**config.mk**
```make
export PLATFORM = sky130hd
export DESIGN_NAME = imem_loader
export DESIGN_NICKNAME = d
export VERILOG_FILES = /design/src/rtl/imem_loader.sv
export SDC_FILE = /design/constraint.sdc
export NUM_CORES = 1
export LEC_CHECK = 0
export ABC_AREA = 1
export BUFFER_PORTS_ARGS = -buffer_cell sky130_fd_sc_hd__clkbuf_2
export CORE_MARGIN = 2
export CORE_UTILIZATION = 50
export CTS_CLUSTER_DIAMETER = 80
export DETAILED_ROUTE_END_ITERATION = 16
export PLACE_DENSITY = 0.74
export SYNTH_ARGS = -nofsm -noshare
export SYNTH_HDL_FRONTEND = slang
export SYNTH_SLANG_ARGS = --single-unit
```
**constraint.sdc**
```tcl
create_clock -name clk -period 2.95 [get_ports clk]
set_input_delay 0.295 -clock clk [delete_from_list [all_inputs] [get_ports clk]]
set_output_delay 0.295 -clock clk [all_outputs]
set_load 0.02 [all_outputs]
```
**src/rtl/imem_loader.sv**
```systemverilog
// ============================================================================
//  Module   : imem_loader
//  Purpose  : Boot-time loader. Receives a byte stream (32-bit little-endian
//             word count header followed by the image words), writes the image
//             into the instruction memory and holds the core in reset until
//             the whole image is committed.
//  Revision : 1.0  initial release
// ============================================================================
`default_nettype none

module imem_loader #(
    parameter int ADDR_WIDTH = 10
) (
    input  logic                  clk,
    input  logic                  reset,
    input  logic                  byte_valid,
    input  logic [7:0]            byte_data,
    output logic                  byte_ready,
    input  logic                  reload,
    output logic                  imem_we,
    output logic [ADDR_WIDTH-1:0] imem_addr,
    output logic [31:0]           imem_wdata,
    output logic                  core_reset,
    output logic                  done,
    output logic                  error,
    output logic [ADDR_WIDTH:0]   words_loaded
);

    // Capacity in words, widened so that the 32-bit header can be compared
    // against it without any truncation.
    localparam logic [32:0]         CAPACITY = 33'd1 << ADDR_WIDTH;
    localparam logic [ADDR_WIDTH:0] CNT_ONE  = {{ADDR_WIDTH{1'b0}}, 1'b1};

    typedef enum logic [2:0] {
        ST_HDR   = 3'd0,
        ST_LOAD  = 3'd1,
        ST_FLUSH = 3'd2,
        ST_DONE  = 3'd3,
        ST_ERR   = 3'd4
    } state_t;

    state_t              state;
    state_t              state_next;
    logic [1:0]          byte_cnt;
    logic [23:0]         acc;        // first three bytes of the word in flight
    logic [ADDR_WIDTH:0] n_words;
    logic [ADDR_WIDTH:0] word_cnt;

    logic                fire;
    logic                word_complete;
    logic [31:0]         word;
    logic                too_big;
    logic                restart;
    logic [ADDR_WIDTH:0] word_cnt_inc;

    // The fourth byte completes the word combinationally, so the word can be
    // written on the very edge that accepts its last byte.
    assign fire          = byte_valid && byte_ready;
    assign word_complete = (byte_cnt == 2'd3);
    assign word          = {byte_data, acc};
    assign too_big       = ({1'b0, word} > CAPACITY);
    assign restart       = reload && ((state == ST_DONE) || (state == ST_ERR));
    assign word_cnt_inc  = word_cnt + CNT_ONE;
    assign words_loaded  = word_cnt;

    // State register.
    always_ff @(posedge clk or posedge reset) begin
        if (reset) begin
            state <= ST_HDR;
        end else begin
            state <= state_next;
        end
    end

    // Next-state decode and the byte_ready handshake.
    always_comb begin
        state_next = state;
        byte_ready = 1'b0;
        case (state)
            ST_HDR: begin
                byte_ready = 1'b1;
                if (fire && word_complete) begin
                    if (word == 32'd0) begin
                        state_next = ST_DONE;
                    end else if (too_big) begin
                        state_next = ST_ERR;
                    end else begin
                        state_next = ST_LOAD;
                    end
                end
            end
            ST_LOAD: begin
                byte_ready = 1'b1;
                if (fire && word_complete && (word_cnt_inc == n_words)) begin
                    state_next = ST_FLUSH;
                end
            end
            ST_FLUSH: begin
                state_next = ST_DONE;
            end
            ST_DONE, ST_ERR: begin
                if (reload) begin
                    state_next = ST_HDR;
                end
            end
            default: begin
                state_next = ST_HDR;
            end
        endcase
    end

    // Byte packing, memory write port, counters and registered status flags.
    // The status flags follow the next state so they change on the same edge
    // that enters or leaves DONE/ERR.
    always_ff @(posedge clk or posedge reset) begin
        if (reset) begin
            byte_cnt   <= 2'd0;
            acc        <= 24'd0;
            n_words    <= '0;
            word_cnt   <= '0;
            imem_we    <= 1'b0;
            imem_addr  <= '0;
            imem_wdata <= 32'd0;
            core_reset <= 1'b1;
            done       <= 1'b0;
            error      <= 1'b0;
        end else begin
            imem_we    <= 1'b0;
            core_reset <= (state_next != ST_DONE);
            done       <= (state_next == ST_DONE);
            error      <= (state_next == ST_ERR);
            if (restart) begin
                byte_cnt <= 2'd0;
                word_cnt <= '0;
            end else if (fire) begin
                byte_cnt <= byte_cnt + 2'd1;
                if (!word_complete) begin
                    acc <= {byte_data, acc[23:8]};
                end else if (state == ST_LOAD) begin
                    imem_we    <= 1'b1;
                    imem_addr  <= word_cnt[ADDR_WIDTH-1:0];
                    imem_wdata <= word;
                    word_cnt   <= word_cnt_inc;
                end else begin
                    // Header word; only meaningful when it fits the capacity.
                    n_words <= word[ADDR_WIDTH:0];
                end
            end
        end
    end

endmodule

`default_nettype wire

```
Yosys cells after proc, flatten, opt, wreduce, memory -nomap -nowiden
Cells that the tools add are included.

Shift-type cells: 0. Mux-type cells: 17. Add/subtract/negate cells: 2. Equality and inequality tests: 9. Order comparisons: 1. Bitwise operators: 3. Reduce and logical (&&, ||, !) cells: 16. Div/mod/pow operators: 0. Multipliers: 0.

Operator list (count): $mux 11 (4); $gt 32x11->1 const B (1); $logic_not 32->1 (1); $mux 3 (5); $pmux 3 s4 (1); $add 11x1->11 const B (1); $eq 11x11->1 (1); $eq 3x2->1 const B (3); $reduce_and 4->1 (2); $eq 3x3->1 const B (2); $reduce_and 3->1 (2); $reduce_bool 2->1 (3); $mux 1 (5); $logic_and 1x1->1 (4); $mux 2 (2); $reduce_or 2->1 (2); $eq 3x1->1 const B (1); $logic_not 3->1 (1); $ne 3x2->1 const B (1); $not 1->1 (3); $add 2x1->2 const B (1); $eq 2x2->1 const B (1); $logic_or 1x1->1 (1).

Bits in latches: 0. Output and inout bits: 58. Bits of input ports: 12. Logic and storage cells: 59. Bits in registers: 97. Memory bits (read-only): 0. Bits in writable memories: 0. Memories: 0.

Longest topological paths before layout
Word-level depth: 9. Mapped depth: 14. Depth with buffers taken out: 14.

Worst setup path after synthesis
No wires, ideal clock.

Path kind: register to register. Start point: reg word_cnt[0], in the netlist words_loaded[0]. End point: reg state[0]. Data arrival time: 1.618 ns. Slack: 1.216 ns. Buffers on the path: 0. Required time: 2.833 ns. Cell stages (with the launch flop): 13. Clock period less this slack: 1.734 ns. Path through: dfrtp_1 -> ha_1 -> nand2_2 -> nor2_4 -> nand3_2 -> o21ai_1 -> nand2_1 -> nand2_1 -> nand2_1 -> nor2_1 -> nand2_1 -> nand2_1 -> nand2_1.

Longest elaborated chain between the ends: 5.

RTL lines: from (decl) (line 47) `logic [ADDR_WIDTH:0] word_cnt;`; from (signal assigned) (line 143) `word_cnt <= word_cnt_inc;`; $add 11x1->11 (line 63) `assign word_cnt_inc = word_cnt + CNT_ONE;`; $eq 11x11->1 (line 94) `if (fire && word_complete && (word_cnt_inc == n_words)) begin`; $logic_and 1x1->1 (line 94); $mux 3 (line 94); $pmux 3 s4 (line 79) `case (state)`; named net state_next[0] (line 43) `state_t state_next;`; to (signal assigned) (line 71) `state <= state_next;`; to (decl) (line 42) `state_t state;`.

The timed path passes the listed nets, and every way through them passes these cells. A chain may end at the register's enable or synchronous reset.

Final worst setup path
Start point: reg state[1]. End point: reg imem_wdata[6].

Longest elaborated chain between the ends: 5. Elaborated cells between the ends (all ways): 11. Those cells by class: eq/ne: 3; mux: 1; bitwise: 1; reduce/logical: 6.

RTL lines: $eq 3x1->1, or another cell as far along (line 79, 139); $reduce_or 2->1 (no line) or $logic_or 1x1->1 (tied branches); $mux 1 or $logic_and 1x1->1 (tied branches) (line 79, 62); $logic_and 1x1->1 or $not 1->1 (tied branches); $reduce_and 4->1 (no line) *; to (signal assigned) (line 142) `imem_wdata <= word;`; to (decl) (line 22) `output logic [31:0] imem_wdata,`.

Every way passes the cells marked *; elsewhere a longest branch is shown, timed or not.

==> summary by stage <==
Yosys
The average cell area after synthesis is 8.615 um^2. Counting every net in the synthesized netlist gives 501. The share of the Yosys chip area taken by registers is 57.89%. The post-synthesis sequential element count is 97. The count of unique library cells instantiated by Yosys is 30.

In the synthesized netlist, the number of instances is slightly below 500. The number of warnings issued by yosys is 0. The mapped netlist covers 4195 um^2.

Clock network
At the later pin of the worst-skew pair, clock insertion delay measures 370 ps. The setup fix buffers added after clock tree synthesis is 0. Clock-pin slew was measured on the worst setup and hold paths at about 100 ps. For this design, the CTS-stage hold fixing added 0 buffers.

CTS built an H-tree with a depth of 3. The clock net in this run drives a total of 97 sinks. The cell at the root of the clock tree is clkbuf_8.

The worst-case clock buffer depth is 2. TritonCTS built the clock tree. Gates resized during post-CTS repair numbered 0. The total clock buffers created by CTS is 9.

Power
Of the total power, registers draw 48.1%. Power spread over the standard cell area amounts to around 770 nW/um^2. Combinational cells account for about a quarter of the total power. In this run the power spent charging and discharging nets is 1.326 mW. Of the total power, the share spent switching nets is 35.68%. The worst ir drop on vdd is 0.3405 mV. Per report_power, the clock group accounts for about a quarter of the total. The leakage power is around 2.5 nW.

Cell internal power was estimated by the tool at 2.391 mW.

Layout
The fill cell total of the finished layout is 728. Cells with a size suffix above 1 make up 18.82% of the layout. The library cells used most frequently in the layout, excluding fill and tap cells, are nand2_1, dfrtp_1, clkbuf_2.

The library cell used most frequently in the layout, excluding fill and tap cells, is nand2_1. At the end of the flow, the number of nets in the layout was 567. Registers take ~2400 um^2. 0 antenna diodes ended up in the layout. The finished cells cover between 4000 and 5000 um^2. The multi-input gate area in the final layout is 1429 um^2. The area added between synthesis and finish is 15.57%.

Global routing
The all-layer global routing usage is roughly 21%. The first global-routing pass estimated 14700 um of wire. The initial antenna violation count is 0. Entering global routing, the biggest net connects between 50 and 60 pins. The via count of the first global-routing pass is 3178. For this run the aggregate overflow at the end of global routing stands at 0.

Setup path
STA classifies the critical path startpoint as a register. The register-to-register path setup slack is between 900 and 1000 ps. For the worst flop-to-flop path, the logic depth is 9. The worst endpoint data arrival time is 2190 ps. The endpoint identified for the worst register-to-register timing path is imem_wdata[6]. The largest stage delay on the critical path is ~420 ps.

Traced cell by cell, the critical path runs through nor2_1 > nand2_1 > nand2_2 > nand2_4 > nor2_4 > nand2_4 > buf_4 > nand2_1 > o21ai_1. The maximum fanout encountered on the critical timing path is 54. The kind of end point of the critical path is a register. The data required time at the worst endpoint is 3190 ps. The critical path is of the register to register type. The startpoint of the lowest-slack register-to-register path is state[1].

The slowest stage of the critical path is the dfrtp_1 cell.

Detailed routing
The total vias in the final route is ~3.4k. In this run the remaining antenna-violating nets after routing total 0. The average routed wire per standard cell is 12.98 um.

The average via count per standard cell is 5.063. The wire length reported by the detailed router is roughly 8600 um. The first-pass iteration count of the detailed router is 6. After detailed routing, the number of remaining DRC violations is 0. The detailed router's first-iteration violation count is 168.

Timing
The worst setup skew after layout is 16.81 ps. Adding up every negative setup slack in the final design gives 0 ps. Measured against its own limit, the worst slew margin works out to 45.00%. The number of slew-limit violations in the final report is 0. The fraction of the cycle the final worst path needs is about two thirds.

The timing-limited maximum frequency is ~0.51 GHz. The slew at the pin with the worst max-slew slack is 824.1 ps. The worst path needs 1955 ps of the cycle, external delays included. Setup violations remaining at the end of the flow were counted as 0. The final-report hold violation count is 0. Setup repair after global routing left no endpoint under its margin.

Die
The height of the die is 95.60 um. The floorplan step defined a die boundary enclosing 9139 um^2. The placeable core area is 8175 um^2. During I/O placement, the number of pins put on the boundary was 70. Measured along the x axis, the die boundary spans around 96 um. For this configuration, the core starts out at a cell density of 51.32%. After floorplanning, the core was divided into 33 placement rows.

Place
The count of buffers from port buffering is 69. The wire-length estimate of the detail-placed layout is 6192 um. The total cell area at the placement stage is ~4600 um^2.

The final RePlAce weighted congestion is 0.9205.

Hold path
The class of the worst hold path is input port to asynchronous set/reset pin.

Flow run
Max-cap violations in this run came to 0.

Outcome
The flow ran to the end, and the final reports show no timing, DRC or antenna violations.
final cells by class:
cell class                      instances  share of cell area [%]
Sequential cell                        97                   50.09
Timing Repair Buffer                   72                   7.845
Clock buffer                            9                   2.555
Multi-Input combinational cell        306                   29.47
Clock inverter                          7                   2.116
Inverter                               67                   5.213
Tap cell                              105                   2.710
through the flow:
stage          setup WS (ps)  instances  hold WS [ps]  power [mW]  utilization (%)
2_1_floorplan          122.9        487         439.8       2.503                -
3_3_place_gp            1034        647         461.0       2.750            56.54
3_5_place_dp           985.2        647         462.9       2.788            56.54
4_1_cts                982.7        663         60.80       3.745            59.31
5_1_grt                774.7        663         107.3       4.006            59.31
6_report               994.8        663         38.18       3.717            59.31
critical path: cells and delay by family, from the launching register on:
| kind | cells | cell delay, ps |
|---|---|---|
| simple gates | 7 | 930 |
| flops | 1 | 420 |
| buf+inv | 1 | 380 |
| compound gates | 1 | 60 |
cells in the mapped netlist:
master,number,share of area (%)
and3_1,1,0.15
nand4_1,8,1.2
or2_2,1,0.15
xnor2_1,1,0.21
o21ai_1,33,3.9
nand2_2,3,0.45
nor2_2,1,0.15
a21oi_1,3,0.36
nand3_1,22,2.6
buf_6,1,0.27
o21ai_0,51,6.1
nand3_2,2,0.48
o21a_1,1,0.18
nor2_1,18,1.6
inv_2,3,0.27
dfstp_2,1,0.63
nor2b_1,1,0.15
clkbuf_1,4,0.36
nand2_4,2,0.54
nand3b_1,2,0.36
dfrtp_1,96,57
nand2_1,141,13
o22ai_1,6,0.89
inv_1,63,5.6
nor3_1,3,0.36
nor2_4,3,0.81
buf_2,12,1.4
ha_1,2,0.60
clkinv_1,1,0.089
o21bai_1,1,0.18
cells by family after synthesis:
kind of cell    share of synthesized area, %
compound gates                         11.63
buf+inv                                8.052
fa+ha+maj                             0.5964
flops                                  57.89
simple gates                           21.62
xor+xnor                              0.2088
flip-flops by register name, indices dropped and copies added (netlist names):
register,count
core_reset,1
n_words,11
byte_cnt,2
imem_addr,10
error,1
done,1
acc,24
imem_wdata,32
imem_we,1
words_loaded,11
state,3
per-layer routing:
| layer | vias up | wire length (um) | part of all wire (%) | GRT usage (%) |
|---|---|---|---|---|
| met5 | - | 0 | 0 | 0 |
| met4 | 0 | 186 | 2.2 | 9.405 |
| met3 | 16 | 367 | 4.3 | 3.004 |
| met2 | 99 | 4101 | 48 | 33.39 |
| met1 | 1552 | 3952 | 46 | 27.85 |
| li1 | 1690 | - | - | - |
how the worst max path moves through the flow:
stage / endpoint / depth (start not counted) / slack [ps] / from
after floorplan: acc[0] / 1 / 120 / reset
after global placement: imem_wdata[21] / 9 / 1030 / state[0]
after detailed placement: words_loaded[0] / 8 / 990 / state[0]
after CTS: words_loaded[0] / 8 / 980 / state[2]
after global routing: imem_wdata[19] / 9 / 770 / state[2]
final: imem_wdata[6] / 9 / 990 / state[1]
power by group through the flow:
stage / registers, mW / clock network [mW] / logic [mW]
detailed placement: 1.81 / 0 / 0.976
CTS: 1.79 / 0.979 / 0.979
global placement: 1.80 / 0 / 0.949
global route: 1.83 / 1.03 / 1.15
floorplan: 1.82 / 0 / 0.682
finish: 1.79 / 0.959 / 0.970
Power figures use the tool's default switching activity.
